[config.mk]
export PLATFORM = sky130hd
export DESIGN_NAME = fc_dma_responder
export DESIGN_NICKNAME = d
export VERILOG_FILES = /design/src/rtl/fc_dma_responder.sv
export SDC_FILE = /design/constraint.sdc
export NUM_CORES = 1
export LEC_CHECK = 0
export CAP_MARGIN = 20
export CORE_AREA = 5 5 90 92
export CTS_BUF_LIST = sky130_fd_sc_hd__clkbuf_16
export DETAILED_ROUTE_END_ITERATION = 16
export DIE_AREA = 0 0 95 97
export PLACE_DENSITY = 0.85
export SYNTH_ARGS = -nofsm -noshare
export SYNTH_HDL_FRONTEND = slang
export SYNTH_SLANG_ARGS = --single-unit
[constraint.sdc]
create_clock -name clk -period 4.3 [get_ports clk]
set_clock_uncertainty 0.2 [all_clocks]
set_input_delay 0.86 -clock clk [delete_from_list [all_inputs] [get_ports clk]]
set_output_delay 0.86 -clock clk [all_outputs]
set_load 0.005 [all_outputs]
[src/rtl/fc_dma_responder.sv]
`default_nettype none
// ============================================================================
// Module  : fc_dma_responder
// Purpose : Serves DMA read requests from the fully-connected controller.
//           Latches a start address and word count, reads that many
//           consecutive words from the synchronous weight/bias memory and
//           streams them out one per cycle. A one-entry skid buffer absorbs
//           sink backpressure. Completion is a one-cycle DMA_ready pulse.
// Ports   : clk, rst (sync, active-low)
//           DMA_read/DMA_address/DMA_count  - request from controller
//           DMA_ready, busy                 - status back to controller
//           mem_rd_en/mem_addr/mem_rdata    - synchronous memory port
//           data_out/data_valid/data_index  - word stream to bus mux
//           out_stall                       - sink backpressure
//           DMA_error                       - only with DMA_ADDR_CHECK_EN
// Options : define DMA_ADDR_CHECK_EN to reject requests running past
//           MEM_DEPTH (ends immediately with DMA_error set).
// Revision: 1.0 - initial release
// ============================================================================
module fc_dma_responder #(
  parameter int MEM_ADDRESS_WIDTH   = 16,
  parameter int LAYER_ADDRESS_WIDTH = 7,
  parameter int DATA_WIDTH          = 16,
  parameter int MEM_DEPTH           = 11014
) (
  input  logic                           clk,
  input  logic                           rst,
  input  logic                           DMA_read,
  input  logic [MEM_ADDRESS_WIDTH-1:0]   DMA_address,
  input  logic [LAYER_ADDRESS_WIDTH-1:0] DMA_count,
  output logic                           DMA_ready,
  output logic                           busy,
  output logic                           mem_rd_en,
  output logic [MEM_ADDRESS_WIDTH-1:0]   mem_addr,
  input  logic [DATA_WIDTH-1:0]          mem_rdata,
  output logic [DATA_WIDTH-1:0]          data_out,
  output logic                           data_valid,
  output logic [LAYER_ADDRESS_WIDTH-1:0] data_index,
  input  logic                           out_stall
`ifdef DMA_ADDR_CHECK_EN
  ,
  output logic                           DMA_error
`endif
);

  typedef enum logic [1:0] {
    S_IDLE  = 2'd0,
    S_FETCH = 2'd1,
    S_DRAIN = 2'd2,
    S_DONE  = 2'd3
  } state_t;

  localparam logic [MEM_ADDRESS_WIDTH-1:0]   C_ONE_ADDR = 1;
  localparam logic [LAYER_ADDRESS_WIDTH-1:0] C_ONE_CNT  = 1;

  state_t                           state_q;
  logic [MEM_ADDRESS_WIDTH-1:0]     addr_q;
  logic [LAYER_ADDRESS_WIDTH-1:0]   iss_left_q;   // reads still to issue
  logic [LAYER_ADDRESS_WIDTH-1:0]   cons_left_q;  // words still to deliver
  logic                             inflight_q;   // read issued last cycle
  logic [DATA_WIDTH-1:0]            skid_q;
  logic                             skid_valid_q;
  logic [DATA_WIDTH-1:0]            data_out_q;
  logic                             data_valid_q;
  logic [LAYER_ADDRESS_WIDTH-1:0]   data_index_q;
  logic                             ready_q;
  logic                             busy_q;

  logic issue_d;
  logic consume_d;

  // Reads are suppressed in any stalled cycle, so at most one word can be
  // in flight when a stall starts; that word lands in the skid buffer.
  assign issue_d   = (state_q == S_FETCH) && !out_stall;
  assign consume_d = data_valid_q && !out_stall;

`ifdef DMA_ADDR_CHECK_EN
  logic                         error_q;
  logic [MEM_ADDRESS_WIDTH:0]   end_addr_d;
  logic                         range_err_d;
  localparam logic [MEM_ADDRESS_WIDTH:0] C_DEPTH = MEM_DEPTH[MEM_ADDRESS_WIDTH:0];

  // One extra bit so A+N cannot wrap before the comparison.
  assign end_addr_d  = {1'b0, DMA_address}
                     + {{(MEM_ADDRESS_WIDTH + 1 - LAYER_ADDRESS_WIDTH){1'b0}}, DMA_count};
  assign range_err_d = (DMA_count != '0) && (end_addr_d > C_DEPTH);
  assign DMA_error   = error_q;
`endif

  always_ff @(posedge clk) begin
    if (!rst) begin
      state_q      <= S_IDLE;
      addr_q       <= '0;
      iss_left_q   <= '0;
      cons_left_q  <= '0;
      inflight_q   <= 1'b0;
      skid_q       <= '0;
      skid_valid_q <= 1'b0;
      data_out_q   <= '0;
      data_valid_q <= 1'b0;
      data_index_q <= '0;
      ready_q      <= 1'b0;
      busy_q       <= 1'b0;
`ifdef DMA_ADDR_CHECK_EN
      error_q      <= 1'b0;
`endif
    end else begin
      inflight_q <= issue_d;

      // Output stage: advances only when the sink is not stalling. The
      // skid entry is always older than any in-flight read, so it goes first.
      if (!out_stall) begin
        if (skid_valid_q) begin
          data_out_q   <= skid_q;
          data_valid_q <= 1'b1;
          skid_valid_q <= 1'b0;
        end else if (inflight_q) begin
          data_out_q   <= mem_rdata;
          data_valid_q <= 1'b1;
        end else begin
          data_valid_q <= 1'b0;
        end
        if (data_valid_q) begin
          data_index_q <= data_index_q + C_ONE_CNT;
          cons_left_q  <= cons_left_q - C_ONE_CNT;
        end
      end else if (inflight_q) begin
        skid_q       <= mem_rdata;
        skid_valid_q <= 1'b1;
      end

      case (state_q)
        S_IDLE: begin
          if (DMA_read) begin
            addr_q       <= DMA_address;
            iss_left_q   <= DMA_count;
            cons_left_q  <= DMA_count;
            data_index_q <= '0;
            busy_q       <= 1'b1;
`ifdef DMA_ADDR_CHECK_EN
            if (range_err_d) begin
              state_q <= S_DONE;
              ready_q <= 1'b1;
              error_q <= 1'b1;
            end else
`endif
            if (DMA_count == '0) begin
              state_q <= S_DONE;
              ready_q <= 1'b1;
            end else begin
              state_q <= S_FETCH;
            end
          end
        end
        S_FETCH: begin
          if (issue_d) begin
            addr_q     <= addr_q + C_ONE_ADDR;
            iss_left_q <= iss_left_q - C_ONE_CNT;
            if (iss_left_q == C_ONE_CNT) begin
              state_q <= S_DRAIN;
            end
          end
        end
        S_DRAIN: begin
          // The final delivery always happens at least two cycles after
          // the final read, so completion is only detected here.
          if (consume_d && (cons_left_q == C_ONE_CNT)) begin
            state_q <= S_DONE;
            ready_q <= 1'b1;
          end
        end
        S_DONE: begin
          state_q <= S_IDLE;
          ready_q <= 1'b0;
          busy_q  <= 1'b0;
`ifdef DMA_ADDR_CHECK_EN
          error_q <= 1'b0;
`endif
        end
        default: state_q <= S_IDLE;
      endcase
    end
  end

  assign DMA_ready  = ready_q;
  assign busy       = busy_q;
  assign mem_rd_en  = issue_d;
  assign mem_addr   = addr_q;
  assign data_out   = data_out_q;
  assign data_valid = data_valid_q;
  assign data_index = data_index_q;

endmodule
`default_nettype wire

==> qor.yml <==
run_status:
  outcome: "finished, final reports clean"
power:
  finalPower_mw: 2.77
  comb_power_share: 0.325
  powerDensity_nw_per_um2: 555
  power_frac_clock: 0.316
  leakage_nw: 1.73
  p_int_mw: 1.82
  sequentialPowerShare: 0.359
  switchingPower_mw: 0.952
  swShare: 0.343
  ir_worst_vdd_mv: 0.270
placement:
  gp_congestion: 0.848
  io_buffers: 85
  dpl.hpwl_um: 6700
cts:
  cts_resized: 0
  clockBufferDepth: 2
  cts_hold_buf: 0
  htreeDepth: 3
  root_buffer: "clkbuf_16"
  cts_tree: "yes"
  clkLatencyLatePin_ps: 330
  numCtsBuffers: 9
  clk_pin_slew_ps: 60
  cts.sinks: 76
  post_cts.repair.setup_buffers: 0
global_routing:
  grt_pass1_wl_um: 16400
  track_usage: 0.219
  antenna_found_initial: 0
  grt_pass1_vias: 3525
  overflow: 0
  grt_max_degree: 55
logic_synthesis:
  synth_top_area_frac: 0.405
  yosys_warnings: 0
  synth_area_um2: 3750
  synth_top_flop_cell: "dfxtp_1"
  synth_cell_types: 56
  postSynthCellCount: 456
  ys_ff_latch: 76
  synth-edff-count: 0
  synth.area.top_cells: "dfxtp_1 (41%), nand2_1 (6.3%), a21oi_1 (5.7%)"
  synth_nets: 509
  postSynthAreaPerCell_um2: 8.23
  yosysTopAreaCell: "dfxtp_1"
  async_flop_share: 0
  yosysSeqAreaShare: 0.405
critical_path:
  cp.arrival_ps: 2310
  critPathCaptureType: "primary output"
  reg2reg_depth: 8
  cp-start-kind: "register"
  crit_fanout: 36
  critPathRequiredTime_ps: 3240
  criticalPathCategory: "reg2out"
cells_and_area:
  diodes: 0
  mostFrequentLayoutCells: "clkdlybuf4s50_1 (85), dfxtp_1 (76), nand2_1 (63)"
  layout.nets: 581
  layout_commonest_cell: "clkdlybuf4s50_1"
  drive_gt1_frac: 0.0619
  synthToLayoutAreaGrowth_pct: 33.1
timing:
  setup_viol: 0
  fin_crit_sh: 0.784
  clock.fmax_mhz: 296
  period_needed_ps: 3370
  timing.hold.ws_ps: 257
  drv_slew: 0
  relSlewSlack: 0.348
  rsz0062_at_grt: "false"
  hold_violations: 0
  tightest_slew_ps: 977
  fin_tns_setup_ps: 0
floorplanning:
  coreArea_um2: 7140
  dieHeight_um: 97
  pin_count: 86
  die_w_um: 95
  fp.dieArea_um2: 9220
  start_util: 0.526
  fp-row-count: 31
routing:
  first_pass_iters: 6
  finalWirelength_um: 9840
  vias_per_cell: 5.72
  vias: 3618
  drc_errors: 0
  met3_length_um: 734
  wirelength_met1_um: 4130
  wl_per_cell_um: 15.6
  wl_met2_um: 4810
  highest_layer: "met4"
  antenna_left: 0
  initialDrtViolationCount: 261
hold_path:
  whs_path_depth: 2
  min_path_type: "reg2reg"
flow_run:
  cap_violations: 0
-- worst max-delay path, stage by stage (launching register included) --
cell             delay [ps]
dfxtp_1                 340
inv_1                    90
ha_1                    150
buf_4                   350
inv_2                   280
nor2_1                  230
clkdlybuf4s50_1         540
-- synth_stat cells (all sizes together), types with 8 or more instances --
cell / count
buf: 11
ha: 10
a21oi: 44
o21ai: 20
inv: 15
nor2: 49
a211oi: 21
dfxtp: 76
nand4: 9
nand2: 63
nor3: 8
nand3: 9
mux2i: 20
clkbuf: 19
-- kinds of logic after synthesis --
group / count (synthesis) / synth area share
muxes: 21 / 0.0563
DFF: 76 / 0.405
xor gates and xnor gates: 12 / 0.0280
adders and majority gates: 10 / 0.0333
and+or+nand+nor: 167 / 0.212
AOI/OAI and AO/OA: 124 / 0.214
buffers and inverters: 46 / 0.0507
-- layer usage --
layer	track usage	up-vias
li1	-	1780
met1	0.274	1687
met2	0.352	134
met3	0.0667	17
met4	0.0766	0
met5	0	-
-- power by group through the flow --
stage          combinational [mW]  clock [mW]  sequential (mW)
6_report                    0.901       0.876            0.996
2_1_floorplan               0.573           0            0.973
5_1_grt                     0.991       0.915             1.02
4_1_cts                     0.897       0.883            0.993
3_3_place_gp                0.860           0            0.998
3_5_place_dp                0.886           0             1.00
-- state kept, by name, indices dropped and copies added, names as in the netlist --
name and flops:
data_out 16, skid_valid_q 1, iss_left_q 7, data_index 7
inflight_q 1, cons_left_q 7, DMA_ready 1, data_valid 1
state_q 2, busy 1, mem_addr 16, skid_q 16
-- cell type report --
class / count / area [µm²]
fill: 586 / 2140
multi-input combinational: 334 / 2040
sequential: 76 / 1520
timing repair buffer: 91 / 896
clock buffer: 9 / 225
tap: 99 / 124
clock inverter: 7 / 121
inverter: 16 / 62.6
-- per-stage QoR --
| stage | setup WS, ps | instance area, µm² | instances | util |
|---|---|---|---|---|
| finish | 927 | 4990 | 632 | 0.700 |
| global route | 813 | 4990 | 632 | 0.700 |
| CTS | 929 | 4990 | 632 | 0.700 |
| detailed placement | 994 | 4650 | 616 | 0.651 |
| global placement | 1010 | 4650 | 616 | 0.651 |
| floorplan | 1850 | 3750 | 456 | - |
-- worst paths after layout --
check / from / end / slack, ps
setup reg to reg: state_q[0]$_SDFFE_PN0P_ / mem_addr[15]$_SDFFE_PN0P_ / 1820
setup / recovery: state_q[1]$_SDFFE_PN0P_ / mem_rd_en / 930
hold / removal: skid_q[0]$_SDFFE_PN0P_ / skid_q[0]$_SDFFE_PN0P_ / 260
hold reg to reg: skid_q[0]$_SDFFE_PN0P_ / skid_q[0]$_SDFFE_PN0P_ / 260
(Power assumes the default switching activity.)
